## config.mk

```make
export PLATFORM = sky130hd
export DESIGN_NAME = lcd_bus_rx
export DESIGN_NICKNAME = d
export VERILOG_FILES = /design/src/rtl/lcd_bus_rx.sv
export SDC_FILE = /design/constraint.sdc
export NUM_CORES = 1
export LEC_CHECK = 0
export CORE_ASPECT_RATIO = 0.6
export CORE_MARGIN = 3
export CORE_UTILIZATION = 55
export CTS_BUF_LIST = sky130_fd_sc_hd__clkbuf_4 sky130_fd_sc_hd__clkbuf_8 sky130_fd_sc_hd__clkbuf_16
export CTS_CLUSTER_DIAMETER = 60
export CTS_CLUSTER_SIZE = 25
export DETAILED_ROUTE_END_ITERATION = 12
export PLACE_DENSITY = 0.86
export SLEW_MARGIN = 20
export SYNTH_ARGS = -nofsm -noshare
export SYNTH_HDL_FRONTEND = slang
export SYNTH_SLANG_ARGS = --single-unit
export TNS_END_PERCENT = 50
```

## constraint.sdc

```tcl
create_clock -name clk -period 5.8 [get_ports clk]
set_input_delay 0.58 -clock clk [delete_from_list [all_inputs] [get_ports clk]]
set_output_delay 0.58 -clock clk [all_outputs]
set_load 0.005 [all_outputs]
```

## src/rtl/lcd_bus_rx.sv

```systemverilog
// lcd_bus_rx: snoops 8080-style LCD write bus into a byte FIFO and tracks RAMWR bursts
module lcd_bus_rx #(
    parameter int         DEPTH_LOG2 = 2,
    parameter logic [7:0] RAMWR_CMD  = 8'h2C
) (
    input  logic       clk,
    input  logic       rst,
    input  logic [7:0] lcd_d_i,
    input  logic       lcd_rs_i,
    input  logic       lcd_wr_n_i,
    input  logic       lcd_cs_n_i,
    output logic [7:0] out_data,
    output logic       out_rs,
    output logic       out_first,
    output logic       out_valid,
    input  logic       out_ready,
    output logic       ramwr_active,
    output logic       ovf,
    input  logic       ovf_clr
);
    localparam int DEPTH = 1 << DEPTH_LOG2;

    typedef enum logic {IDLE, BURST} state_t;

    logic [7:0] d_s1, d_s2, d_s3;
    logic rs_s1, rs_s2, rs_s3;
    logic wr_s1, wr_s2, wr_s3;
    logic cs_s1, cs_s2, cs_s3;
    logic wr_edge, cs_fall, cs_rise;
    logic first_q;
    logic [9:0] mem [DEPTH];
    logic [DEPTH_LOG2-1:0] wp, rp;
    logic [DEPTH_LOG2:0] cnt;
    logic full, pop, push, drop;
    state_t state, state_nx;

    // Chains restart as an idle bus so a strobe caught across reset is never captured
    always_ff @(posedge clk) begin
        if (rst) begin
            {d_s1, d_s2, d_s3} <= '0;
            {rs_s1, rs_s2, rs_s3} <= '0;
            {wr_s1, wr_s2, wr_s3} <= '1;
            {cs_s1, cs_s2, cs_s3} <= '1;
        end else begin
            {d_s3, d_s2, d_s1} <= {d_s2, d_s1, lcd_d_i};
            {rs_s3, rs_s2, rs_s1} <= {rs_s2, rs_s1, lcd_rs_i};
            {wr_s3, wr_s2, wr_s1} <= {wr_s2, wr_s1, lcd_wr_n_i};
            {cs_s3, cs_s2, cs_s1} <= {cs_s2, cs_s1, lcd_cs_n_i};
        end
    end

    assign wr_edge = wr_s2 & ~wr_s3 & ~cs_s2;
    assign cs_fall = ~cs_s2 & cs_s3;
    assign cs_rise = cs_s2 & ~cs_s3;

    // Count is one bit wider than the pointers, so its MSB alone marks full
    assign full = cnt[DEPTH_LOG2];
    assign pop  = out_valid & out_ready;
    assign push = wr_edge & (~full | pop);
    assign drop = wr_edge & full & ~pop;

    always_ff @(posedge clk) begin
        if (rst) begin
            wp <= '0;
            rp <= '0;
            cnt <= '0;
            ovf <= 1'b0;
            first_q <= 1'b0;
        end else begin
            if (push) wp <= wp + 1'b1;
            if (pop) rp <= rp + 1'b1;
            cnt <= cnt + (DEPTH_LOG2+1)'(push) - (DEPTH_LOG2+1)'(pop);
            ovf <= drop | (ovf & ~ovf_clr);
            first_q <= cs_fall ? 1'b1 : wr_edge ? 1'b0 : first_q;
        end
    end

    always_ff @(posedge clk) begin
        if (push) mem[wp] <= {first_q, rs_s3, d_s3};
    end

    assign out_valid = cnt != '0;
    assign {out_first, out_rs, out_data} = out_valid ? mem[rp] : 10'h000;

    always_ff @(posedge clk) begin
        if (rst) state <= IDLE;
        else state <= state_nx;
    end

    // Dropped bytes still steer the burst tracker: wr_edge, not push
    always_comb begin
        state_nx = cs_rise ? IDLE :
                   (wr_edge & ~rs_s3) ? (d_s3 == RAMWR_CMD ? BURST : IDLE) : state;
    end

    assign ramwr_active = state == BURST;
endmodule

```

### Word-level counts from Yosys, hierarchy flattened

Memory sizes are Yosys's and may differ from the RTL's. A register that Yosys moved wholly into a read port is not among the register bits.
Index checks and enable logic that the tools add are counted.

| word-level totals | value |
|---|---|
| flip-flop bits (word level) | 43 |
| bits in latches | 0 |
| memory bits (writable) | 40 |
| ROM bits | 0 |
| input bits | 15 |
| output and inout port bits | 13 |
| word-level logic and storage cells | 54 |
| memories kept | 1 |

Memory list:

| name | depth | bits a word | rd ports | clocked after memory_dff | wr ports | RTL line | source |
|---|---|---|---|---|---|---|---|
| mem | 4 | 10 | 1 | 1 | 1 | 31 | `logic [9:0] mem [DEPTH];` |

| operators by class | value |
|---|---|
| add/sub/neg operators | 4 |
| multipliers | 0 |
| div/mod/pow operators | 0 |
| magnitude comparators | 0 |
| equality and inequality tests | 1 |
| shift-type cells | 0 |
| muxes and demuxes | 8 |
| bitwise gates (word level) | 19 |
| reduce and logical (&&, ||, !) cells | 3 |

Operators with widths:

| operator | number |
|---|---|
| AND 1 bit | 10 |
| two-way mux 10 bit | 1 |
| equality test 8 x 6 -> 1 bit, second input constant | 1 |
| NOT 1 bit | 7 |
| two-way mux 1 bit | 5 |
| adder 2 x 1 -> 2 bit, second input constant | 2 |
| two-way mux 2 bit | 2 |
| adder 3 x 1 -> 3 bit | 1 |
| nonzero test 3 bit | 1 |
| subtractor 3 x 1 -> 3 bit | 1 |
| OR 1 bit | 2 |
| nonzero test 2 bit | 1 |
| OR reduction 2 bit | 1 |

### Logic depth before layout (Yosys ltp)

Gate-level depths: netlist (run 1).

| logic depth | value |
|---|---|
| depth in word-level cells | 6 |
| mapped depth | 9 |
| gate-level depth less buffers | 9 |

### Worst setup path before layout (run 1)

No wires, ideal clock.

| timing | value |
|---|---|
| path kind | register to register |
| start point | reg wr_s2 |
| end point | reg cnt[2] |
| library setup time | 0.078 ns |
| arrival | 1.862 ns |
| required time | 5.722 ns |
| path slack | 3.860 ns |
| cell stages (with the launch flop) | 10 |
| path buffers | 0 |
| clock period less this slack | 1.940 ns |
| path through | dfxtp_1 nor3b_1 nand2_1 o22ai_1 ha_1 inv_1 fa_1 xor2_1 and2_1 nor3_1 |

| on the way | value |
|---|---|
| longest elaborated chain between the ends | 5 |

RTL lines:

| item | RTL line | source |
|---|---|---|
| start, declared | 27 | `logic wr_s1, wr_s2, wr_s3;` |
| start signal, assigned | 47 | `{wr_s3, wr_s2, wr_s1} <= {wr_s2, wr_s1, lcd_wr_n_i};` |
| AND 1 bit (2 in a row) | 52 | `assign wr_edge = wr_s2 & ~wr_s3 & ~cs_s2;` |
| AND 1 bit | 59 | `assign push = wr_edge & (~full \| pop);` |
| adder 3 x 1 -> 3 bit | 72 | `cnt <= cnt + (DEPTH_LOG2+1)'(push) - (DEPTH_LOG2+1)'(pop);` |
| subtractor 3 x 1 -> 3 bit | 72 |  |
| end signal, assigned | 72 |  |
| end, declared | 33 | `logic [DEPTH_LOG2:0] cnt;` |

No other way between the ends.
A chain may end at the register's enable or synchronous reset.

==> metrics.txt, run 1 <==
Avg Inst Size Synth between 10 and 15 um2; CTS buffer count 9; hold crit path type reg2reg; Seq/Total Area, Yosys a little over two thirds; Core ar. 5155 um2; post-route antenna net violation count 0; Starting Density 57.96%; sink of the worst hold path wr_s2$_SDFF_PP1_; syn_nets 223; switching share of total power 22.73%; WP data required 5.22 ns; Mapped Cells slightly above 200; DR pass1 iterations 4; drt drc 0; Yosys reg bits 85; routed vias around 1600; Die ar. 6382 um2; Post-Synth XOR/XNOR Area 0.5863%; GRT Util Overall between 10% and 20%; commonest non-fill, non-tap cell in the layout dfxtp_1; WL met2 around 2.0 mm; Synth Area in Adders under 10%; Nets around 260; FF-to-FF setup slack roughly 3.5 ns; Async SR Flop Fraction 0%; largest net degree at the start of global routing between 40 and 50; final period utilization about 49%; Flop pwr share 50.1%; DIE WIDTH roughly 100 um; clock power share 29.2%; antenna violations before repair 0; max cap viols 0; setup violators final 0; Area Growth Syn to Fin 18.17%; startpoint types flop; first-pass GRT wire length about 7 mm; gpl congestion roughly 0.7; row cnt 20; drt wl/cell 14.19 um; switching power 314.9 uW; main combinational cell family by area after synthesis simple AND/OR/NAND/NOR gates; Die Span Y between 60 and 70 um; met3 WL 288 um; root buffer cell clkbuf_8; Clock Path Buffers 2; Mapped Area approximately 3000 um2; RSZ-0062 raised after global routing no; TritonCTS Sinks 85; Achievable Freq 0.3527 GHz; Slew Limit Headroom around 55%; final hold vios 0; Worst-Skew Late Latency between 0.3 and 0.4 ns; Critical Path AT between 2 and 2.5 ns; power per cell area roughly 390 nW/um2; share of cells above drive strength 1 between 10% and 20%; Clock H-tree levels 3; status finished clean; LEAKAGE 1.242 nW; Detailed Place HPWL roughly 3 mm; CP max FO 10; WL met1 about 2.0 mm; Min-Delay Path Depth 1; setup TNS 0 ns; Post-Synth Simple-Gate Area between 10% and 20%; Clk pin slew, worst setup/hold paths 0.08 ns; highest metal used met4; FF-to-FF End cnt[2]$_SDFF_PP0_; vias in the first global route 1485; CTS tree done; worst IR drop on VDD 0.1819 mV; Compound-Gate Fraction of Synth Area under 10%; Comb pwr share between 20% and 30%; cells along the critical path mux4_2 -> nor2b_1 -> clkdlybuf4s50_1; Worst Skew about 0.012 ns; worst slew pin tran ~0.68 ns; max incr delay on CP between 0.7 and 0.8 ns; Routed WL roughly 4.3 mm; Iter 0 DRT Violations 96; hold buffers post-CTS 0; max-slew violation count 0; I/O Buffers 27; Slowest-stage cell, CP dfxtp_1; Worst Reg-to-Reg Cells 9; Synthesis Warnings 0; Post-CTS Setup Inserts 0; post-cts resize count 0; mux cell area share after synthesis 7.538%; Post-synth EDFFs 40; final core utilization between 60% and 70%; Congestion Overflow GR 0; Final min period approximately 2.8 ns; WHS about 0.41 ns; DR vias/cell approximately 5; library cells used by synthesis 27; nature of the critical path endpoint primary output; FF-to-FF Start wr_s2$_SDFF_PP1_; number of I/O pins 28; Synth Flop Type dfxtp_1; Internal roughly 1.1 mW; critical path type reg2out; Worst Min Path Start wr_s1$_SDFF_PP1_; most frequent cells in the layout dfxtp_1 (45), nor2b_1 (40), edfxtp_1 (40); number of diodes 0
[power by group through the flow]
stage | Clock, mW | Sequential [mW] | Combinational [mW]
finish | 0.405 | 0.694 | 0.287
global route | 0.444 | 0.702 | 0.317
CTS | 0.414 | 0.695 | 0.292
detailed placement | 0 | 0.708 | 0.291
global placement | 0 | 0.707 | 0.284
floorplan | 0 | 0.681 | 0.175
[stage by stage]
| stage | total power, mW | std cells | cell area [um2] | setup WS [ns] |
|---|---|---|---|---|
| final | 1.386 | 306 | 3531 | 2.964 |
| after global routing | 1.463 | 306 | 3531 | 2.805 |
| after CTS | 1.401 | 306 | 3531 | 2.913 |
| after detailed placement | 0.9989 | 290 | 3328 | 3.273 |
| after global placement | 0.9905 | 290 | 3328 | 3.303 |
| after floorplan | 0.8557 | 202 | 2988 | 3.860 |
[cells by family (layout without fill, tap and decap cells)]
logic type                 after synthesis  after routing
DFF                                     85             85
buffers and inverters                   13             51
muxes                                   10             10
xor gates and xnor gates                 2              2
adders and majority gates                6              6
AOI/OAI and AO/OA                       14             14
and+or+nand+nor                         72             72
[worst max-delay path by stage]
stage,cells past startpoint,endpoint,from,slack (ns)
final,3,out_data[1],flop,2.96
after global routing,3,out_data[3],flop,2.81
after detailed placement,9,cnt[2]$_SDFF_PP0_,out_ready,3.27
after CTS,3,out_data[1],flop,2.91
after global placement,3,out_data[1],flop,3.30
after floorplan,9,cnt[2]$_SDFF_PP0_,wr_s2$_SDFF_PP1_,3.86
[cells in the mapped netlist (3+ instances only)]
library cell	count	share of area, %
dfxtp_1	45	30
edfxtp_1	40	40
nor2b_1	40	8.4
mux4_2	10	7.5
nor2_1	9	1.1
a21oi_1	6	1.0
clkbuf_1	6	0.75
inv_1	6	0.75
and2_1	5	1.0
ha_1	5	2.1
or2_2	5	1.0
o21ai_0	4	0.67
nand2_1	3	0.38
[sequential cells by signal, indices dropped and copies added (netlist names), 2 cells and up, named ones only]
name  flops
wp        2
d_s2      8
mem      40
d_s3      8
rp        2
d_s1      8
cnt       3
[cell type report]
| class | instances | area (um2) |
|---|---|---|
| Sequential cell | 85 | 2102 |
| Clock inverter | 2 | 35.03 |
| Multi-Input combinational cell | 104 | 835.8 |
| Clock buffer | 14 | 167.7 |
| Inverter | 6 | 22.52 |
| Fill cell | 364 | 1624 |
| Timing Repair Buffer | 29 | 285.3 |
| Tap cell | 66 | 82.58 |
[worst max-delay path: cells and delay by family (launching register included)]
family | cells | cell delay, ns
AND/OR/NAND/NOR | 1 | 0.14
multiplexers | 1 | 0.60
flip-flops | 1 | 0.74
buffers and inverters | 1 | 0.44
[layer usage]
metal  track usage [%]  up-vias
met4             5.473        0
met5                 0        -
li1                  -      770
met2             22.48       45
met1             19.70      732
met3             5.310        6
(Power assumes the default switching activity.)
==> inputs of run 2 (changes only) <==
--- a/config.mk
+++ b/config.mk
@@ -7,12 +7,12 @@
 export LEC_CHECK = 0
 export CORE_ASPECT_RATIO = 0.6
 export CORE_MARGIN = 3
-export CORE_UTILIZATION = 55
+export CORE_UTILIZATION = 50
 export CTS_BUF_LIST = sky130_fd_sc_hd__clkbuf_4 sky130_fd_sc_hd__clkbuf_8 sky130_fd_sc_hd__clkbuf_16
 export CTS_CLUSTER_DIAMETER = 60
 export CTS_CLUSTER_SIZE = 25
 export DETAILED_ROUTE_END_ITERATION = 12
-export PLACE_DENSITY = 0.86
+export PLACE_DENSITY = 0.83
 export SLEW_MARGIN = 20
 export SYNTH_ARGS = -nofsm -noshare
 export SYNTH_HDL_FRONTEND = slang
==> constraint.sdc (replaced) <==
create_clock -name clk -period 2.5 [get_ports clk]
set_input_delay 0.25 -clock clk [delete_from_list [all_inputs] [get_ports clk]]
set_output_delay 0.25 -clock clk [all_outputs]
set_load 0.005 [all_outputs]
==> run 2 against run 1 <==
Effect of this change:
- via count shrank 0.13%
- worst setup slack lost 2.7 ns
- global-route usage shrank 0.35 points
- critical path type unchanged
- critical endpoint is now out_data[2]
==> metrics.txt, run 2 (synthesized netlist as in run 1, its figures left out) <==
status finished clean; WP data required 2.25 ns (-2.97 ns); number of I/O pins 28 (unchanged); FF-to-FF End cnt[2]$_SDFF_PP0_; Biggest register mem; power per cell area 882.3 nW/um2 (+120%); dpl ws 0.3112 ns (-2.962 ns); TritonCTS Sinks 85 (unchanged); FF-to-FF Start wr_s2$_SDFF_PP1_; post-route antenna net violation count 0 (unchanged); CTS buffer count 9 (unchanged); DR vias/cell 4.817 (-5.1%); Congestion Overflow GR 0 (unchanged); Final min period 2.259 ns; commonest non-fill, non-tap cell in the layout dfxtp_1; drt wl/cell 13.43 um (-5.3%); Area Growth Syn to Fin 18.26% (about the same); hold buffers post-CTS 0 (unchanged); nature of the critical path endpoint primary output; Worst Min Path Start cs_s1$_SDFF_PP1_; final core utilization 62.26% (-6.2 points); fillcell total 456 (+25%); final hold vios 0 (unchanged); Achievable Freq between 0.4 and 0.5 GHz; Core ar. 5675 um2 (+10%); antenna violations before repair 0 (unchanged); Clock H-tree levels 3 (unchanged); Die ar. 6970 um2 (+9.2%); startpoint types flop; drt drc 0 (unchanged); critical path type reg2out; root buffer cell clkbuf_8; CTS tree done; Min-Delay Path Depth 1 (unchanged); Die Span Y 65.88 um (+4.4%); most frequent cells in the layout dfxtp_1 (45), nor2b_1 (40), edfxtp_1 (40); largest net degree at the start of global routing 45 (unchanged); max FFs per register 40 (unchanged); Critical Path AT 2.01 ns (-0.25 ns); routed vias 1551 (-0.13%); sink of the worst hold path cs_s2$_SDFF_PP1_; Iter 0 DRT Violations 129 (+34%); Worst Reg-to-Reg Cells 10 (+1); Worst Skew 0.008593 ns (-0.003455 ns); number of diodes 0 (unchanged); vias in the first global route 1512 (+1.8%); final period utilization 90.36%; Slew Limit Headroom 65.61% (+11 points); DR pass1 iterations 4 (unchanged); post-cts resize count 0 (unchanged); row cnt 21 (+5.0%); worst IR drop on VDD 0.4014 mV (+120%); CP max FO 10 (unchanged); DIE WIDTH 105.8 um (+4.6%); FF-to-FF setup slack 0.53 ns (-2.98 ns); RSZ-0062 raised after global routing no; gpl congestion 0.6992 (-2.0%); Worst-Skew Late Latency 0.34 ns (about the same); hold crit path type reg2reg; Routed WL 4.326 mm (-0.37%); LEAKAGE 1.241 nW (about the same); setup TNS 0 ns (unchanged); post-placement cell count 306 (+5.5%); max cap viols 0 (unchanged); Clk pin slew, worst setup/hold paths 0.08 ns (about the same); worst setup margin 0.2409 ns (-2.724 ns); Clock Path Buffers 2 (unchanged); Starting Density 52.65% (-5.3 points); GRT Util Overall 14.47% (-0.35 points); max-slew violation count 0 (unchanged); first-pass GRT wire length 7.362 mm (+4.9%); share of cells above drive strength 1 14.88% (+0.71 points); I/O Buffers 27 (unchanged); Detailed Place HPWL 2.967 mm (-0.97%); Post-Layout Cell Count 322 (+5.2%); setup violators final 0 (unchanged); Nets 258 (+0.78%); Post-CTS Setup Inserts 0 (unchanged); worst slew pin tran 0.5158 ns (-0.1610 ns)
-- run 2: cell types whose count changed in the layout (fill, tap and decap cells not counted), sizes merged --
cell	previous run	this run
clkinv	1	4
clkbuf	14	10
inv	6	8
buf	2	4
bufinv	1	0
-- run 2: cell type report --
| class | instances | area, um2 | area share [%] |
|---|---|---|---|
| Clock inverter | 6 | 35.03 | 0.9915 |
| Clock buffer | 10 | 137.6 | 3.895 |
| Sequential cell | 85 | 2102 | 59.49 |
| Inverter | 6 | 22.52 | 0.6374 |
| Timing Repair Buffer | 31 | 300.3 | 8.499 |
| Multi-Input combinational cell | 104 | 835.8 | 23.65 |
| Tap cell | 80 | 100.1 | 2.833 |
-- run 2: routing by layer --
| layer | vias to the layer above | track usage (%) | wire length (um) |
|---|---|---|---|
| met2 | 44 | 21.75 | 1852 |
| met4 | 0 | 4.362 | 55 |
| met3 | 8 | 6.439 | 321 |
| met5 | - | 0 | 0 |
| met1 | 724 | 19.08 | 2097 |
| li1 | 775 | - | - |
-- run 2: metrics by stage --
step | power, mW | area [um2] | hold slack (ns)
CTS | 3.158 | 3533 | 0.4161
global route | 3.296 | 3533 | 0.4390
finish | 3.117 | 3533 | 0.4151
global placement | 2.315 | 3361 | 0.3919
detailed placement | 2.340 | 3361 | 0.3969
floorplan | 1.985 | 2988 | 0.3216
-- run 2: worst max-delay path by stage --
| stage | startpoint | to | slack, ns | cells after the start |
|---|---|---|---|---|
| 2_1_floorplan | wr_s2$_SDFF_PP1_ | cnt[2]$_SDFF_PP0_ | 0.56 | 9 |
| 3_3_place_gp | out_ready | cnt[2]$_SDFF_PP0_ | 0.40 | 9 |
| 3_5_place_dp | out_ready | cnt[2]$_SDFF_PP0_ | 0.31 | 9 |
| 4_1_cts | flop | out_data[2] | 0.21 | 4 |
| 5_1_grt | flop | out_data[0] | 0.13 | 4 |
| 6_report | flop | out_data[2] | 0.24 | 4 |
-- run 2: critical path, stage by stage (launching register included) --
cell and delay [ns]:
dfxtp_1 0.31, buf_4 0.23, mux4_2 0.55, nor2b_1 0.15, clkdlybuf4s50_1 0.44
-- run 2: power breakdown --
group	internal, mW	switching, mW
combinational	0.445	0.275
clock	0.384	0.438
sequential	1.51	0.0609
==> inputs of run 3 (changes only) <==
--- a/config.mk
+++ b/config.mk
@@ -7,12 +7,12 @@
 export LEC_CHECK = 0
 export CORE_ASPECT_RATIO = 0.6
 export CORE_MARGIN = 3
-export CORE_UTILIZATION = 50
+export CORE_UTILIZATION = 25
 export CTS_BUF_LIST = sky130_fd_sc_hd__clkbuf_4 sky130_fd_sc_hd__clkbuf_8 sky130_fd_sc_hd__clkbuf_16
 export CTS_CLUSTER_DIAMETER = 60
 export CTS_CLUSTER_SIZE = 25
 export DETAILED_ROUTE_END_ITERATION = 12
-export PLACE_DENSITY = 0.83
+export PLACE_DENSITY = 0.52
 export SLEW_MARGIN = 20
 export SYNTH_ARGS = -nofsm -noshare
 export SYNTH_HDL_FRONTEND = slang
==> run 3 against run 2 <==
Effect of this change:
- flip-flop and latch count is the same
- clock skew decreased by 0.0040 ns
- critical path depth did not move
- routed wire length rose by 8.5%
- non-clock buffer count unchanged
- first-iteration DRC count fell by 33%
- worst setup slack lost 0.0068 ns
- combinational power grew 2%
- sequential share of layout area down 3.8 points
- critical endpoint is now out_data[3]
==> metrics.txt, run 3 (synthesized netlist as in run 1, its figures left out) <==
routed vias 1512 (-2.5%); Clock H-tree levels 3 (unchanged); DR vias/cell 3.761 (-22%); Detailed Place HPWL 3.183 mm (+7.3%); worst slew pin tran 0.5329 ns (+0.01707 ns); Biggest register mem; LEAKAGE 1.303 nW (+5.0%); worst IR drop on VDD 0.3481 mV (-13%); I/O Buffers 27 (unchanged); root buffer cell clkbuf_16; Clk pin slew, worst setup/hold paths 0.06 ns (-0.02 ns); Clock Path Buffers 2 (unchanged); Final min period 2.266 ns (+0.006836 ns); Worst-Skew Late Latency 0.33 ns (about the same); clock power share 36.4% (+10 points); Starting Density 26.01% (-27 points); drt drc 0 (unchanged); most frequent cells in the layout dfxtp_1 (45), nor2b_1 (40), edfxtp_1 (40); CP max FO 10 (unchanged); final hold vios 0 (unchanged); gpl congestion 0.6738 (-3.6%); nature of the critical path endpoint primary output; M1 GR Usage 10.51% (-8.6 points); final core utilization 32.83% (-29 points); Die ar. 13340 um2 (+91%); Routed WL 4.694 mm (+8.5%); post-cts resize count 0 (unchanged); Comb pwr share 20.2% (-2.9 points); max FFs per register 40 (unchanged); Iter 0 DRT Violations 86 (-33%); final period utilization 90.64% (+0.27 points); Core ar. 11490 um2 (+100%); max cap viols 0 (unchanged); share of cells above drive strength 1 14.88% (unchanged); critical path type reg2out; RSZ-0062 raised after global routing no; hold buffers post-CTS 0 (unchanged); startpoint types flop; drt wl/cell 11.68 um (-13%); met2 Use GR 10.45% (-11 points); Die Span Y 90.68 um (+38%); CTS tree done; Critical Path AT 2.02 ns (about the same); busiest layer in global routing met1; status finished clean; setup TNS 0 ns (unchanged); post-route antenna net violation count 0 (unchanged); CTS buffer count 9 (unchanged); Congestion Overflow GR 0 (unchanged); GR Util met3 3.360% (-3.1 points); max-slew violation count 0 (unchanged); Internal 2.813 mW (+20%); hold crit path type reg2reg; Slew Limit Headroom 64.48% (-1.1 points); switching share of total power 22.56% (-2.3 points); row cnt 30 (+43%); Nets 258 (unchanged); WP data required 2.25 ns (about the same); vias in the first global route 1503 (-0.60%); Worst Skew 0.004633 ns (-0.003959 ns); largest net degree at the start of global routing 45 (unchanged); Flop pwr share 43.4% (-7.1 points); FF-to-FF setup slack 0.45 ns (-0.08 ns); GRT Util Overall 7.862% (-6.6 points); number of I/O pins 28 (unchanged); commonest non-fill, non-tap cell in the layout dfxtp_1; DR pass1 iterations 4 (unchanged); power per cell area 963.3 nW/um2 (+9.2%); number of diodes 0 (unchanged); TritonCTS Sinks 85 (unchanged); switching power 819.6 uW (+5.9%); Achievable Freq 0.4413 GHz (-0.30%); first-pass GRT wire length 7.886 mm (+7.1%); Area Growth Syn to Fin 26.21%; antenna violations before repair 0 (unchanged); setup violators final 0 (unchanged); Post-CTS Setup Inserts 0 (unchanged); DIE WIDTH 147.1 um (+39%)
==> run 3: critical path, stage by stage (launching register included) <==
cell and delay, ns:
dfxtp_1 0.30, buf_4 0.23, mux4_2 0.56, nor2b_1 0.15, clkdlybuf4s50_1 0.44
==> run 3: through the flow <==
step                hold slack (ns)  worst slack (ns)  power (mW)  instance area [um2]  std cells
CTS                          0.4122            0.1962       3.705                 3771        402
global route                 0.4148            0.1249       3.835                 3771        402
global placement             0.3978            0.4051       2.344                 3461        386
floorplan                    0.3216            0.5597       1.985                 2988        202
detailed placement           0.3989            0.2956       2.362                 3461        386
finish                       0.4108            0.2341       3.633                 3771        402
==> run 3: final cells by class <==
type                       count  area (um2)
timing repair buffer          31       300.3
inverter                       6       22.52
tap                          160       200.2
fill                        1149        7715
clock inverter                 4       45.04
sequential                    85        2102
clock buffer                  12       265.3
multi-input combinational    104       835.8
==> run 3: final timing paths <==
| kind | start | endpoint | cells after the start |
|---|---|---|---|
| max | flop | out_data[3] | 4 |
| min | wr_s1$_SDFF_PP1_ | wr_s2$_SDFF_PP1_ | 1 |
| max reg2reg | wr_s2$_SDFF_PP1_ | cnt[2]$_SDFF_PP0_ | 10 |
| min reg2reg | wr_s1$_SDFF_PP1_ | wr_s2$_SDFF_PP1_ | 1 |
==> run 3: routing by layer <==
metal | vias up | wire length [um]
met5 | - | 0
met1 | 689 | 2395
met3 | 10 | 270
met2 | 34 | 1910
met4 | 0 | 117
li1 | 779 | -
==> run 3: power by group through the flow <==
stage	registers (mW)	clock network [mW]	logic, mW
after floorplan	1.58	0	0.405
after global placement	1.60	0	0.740
after detailed placement	1.61	0	0.757
after CTS	1.58	1.37	0.757
after global routing	1.59	1.43	0.819
final	1.58	1.32	0.734
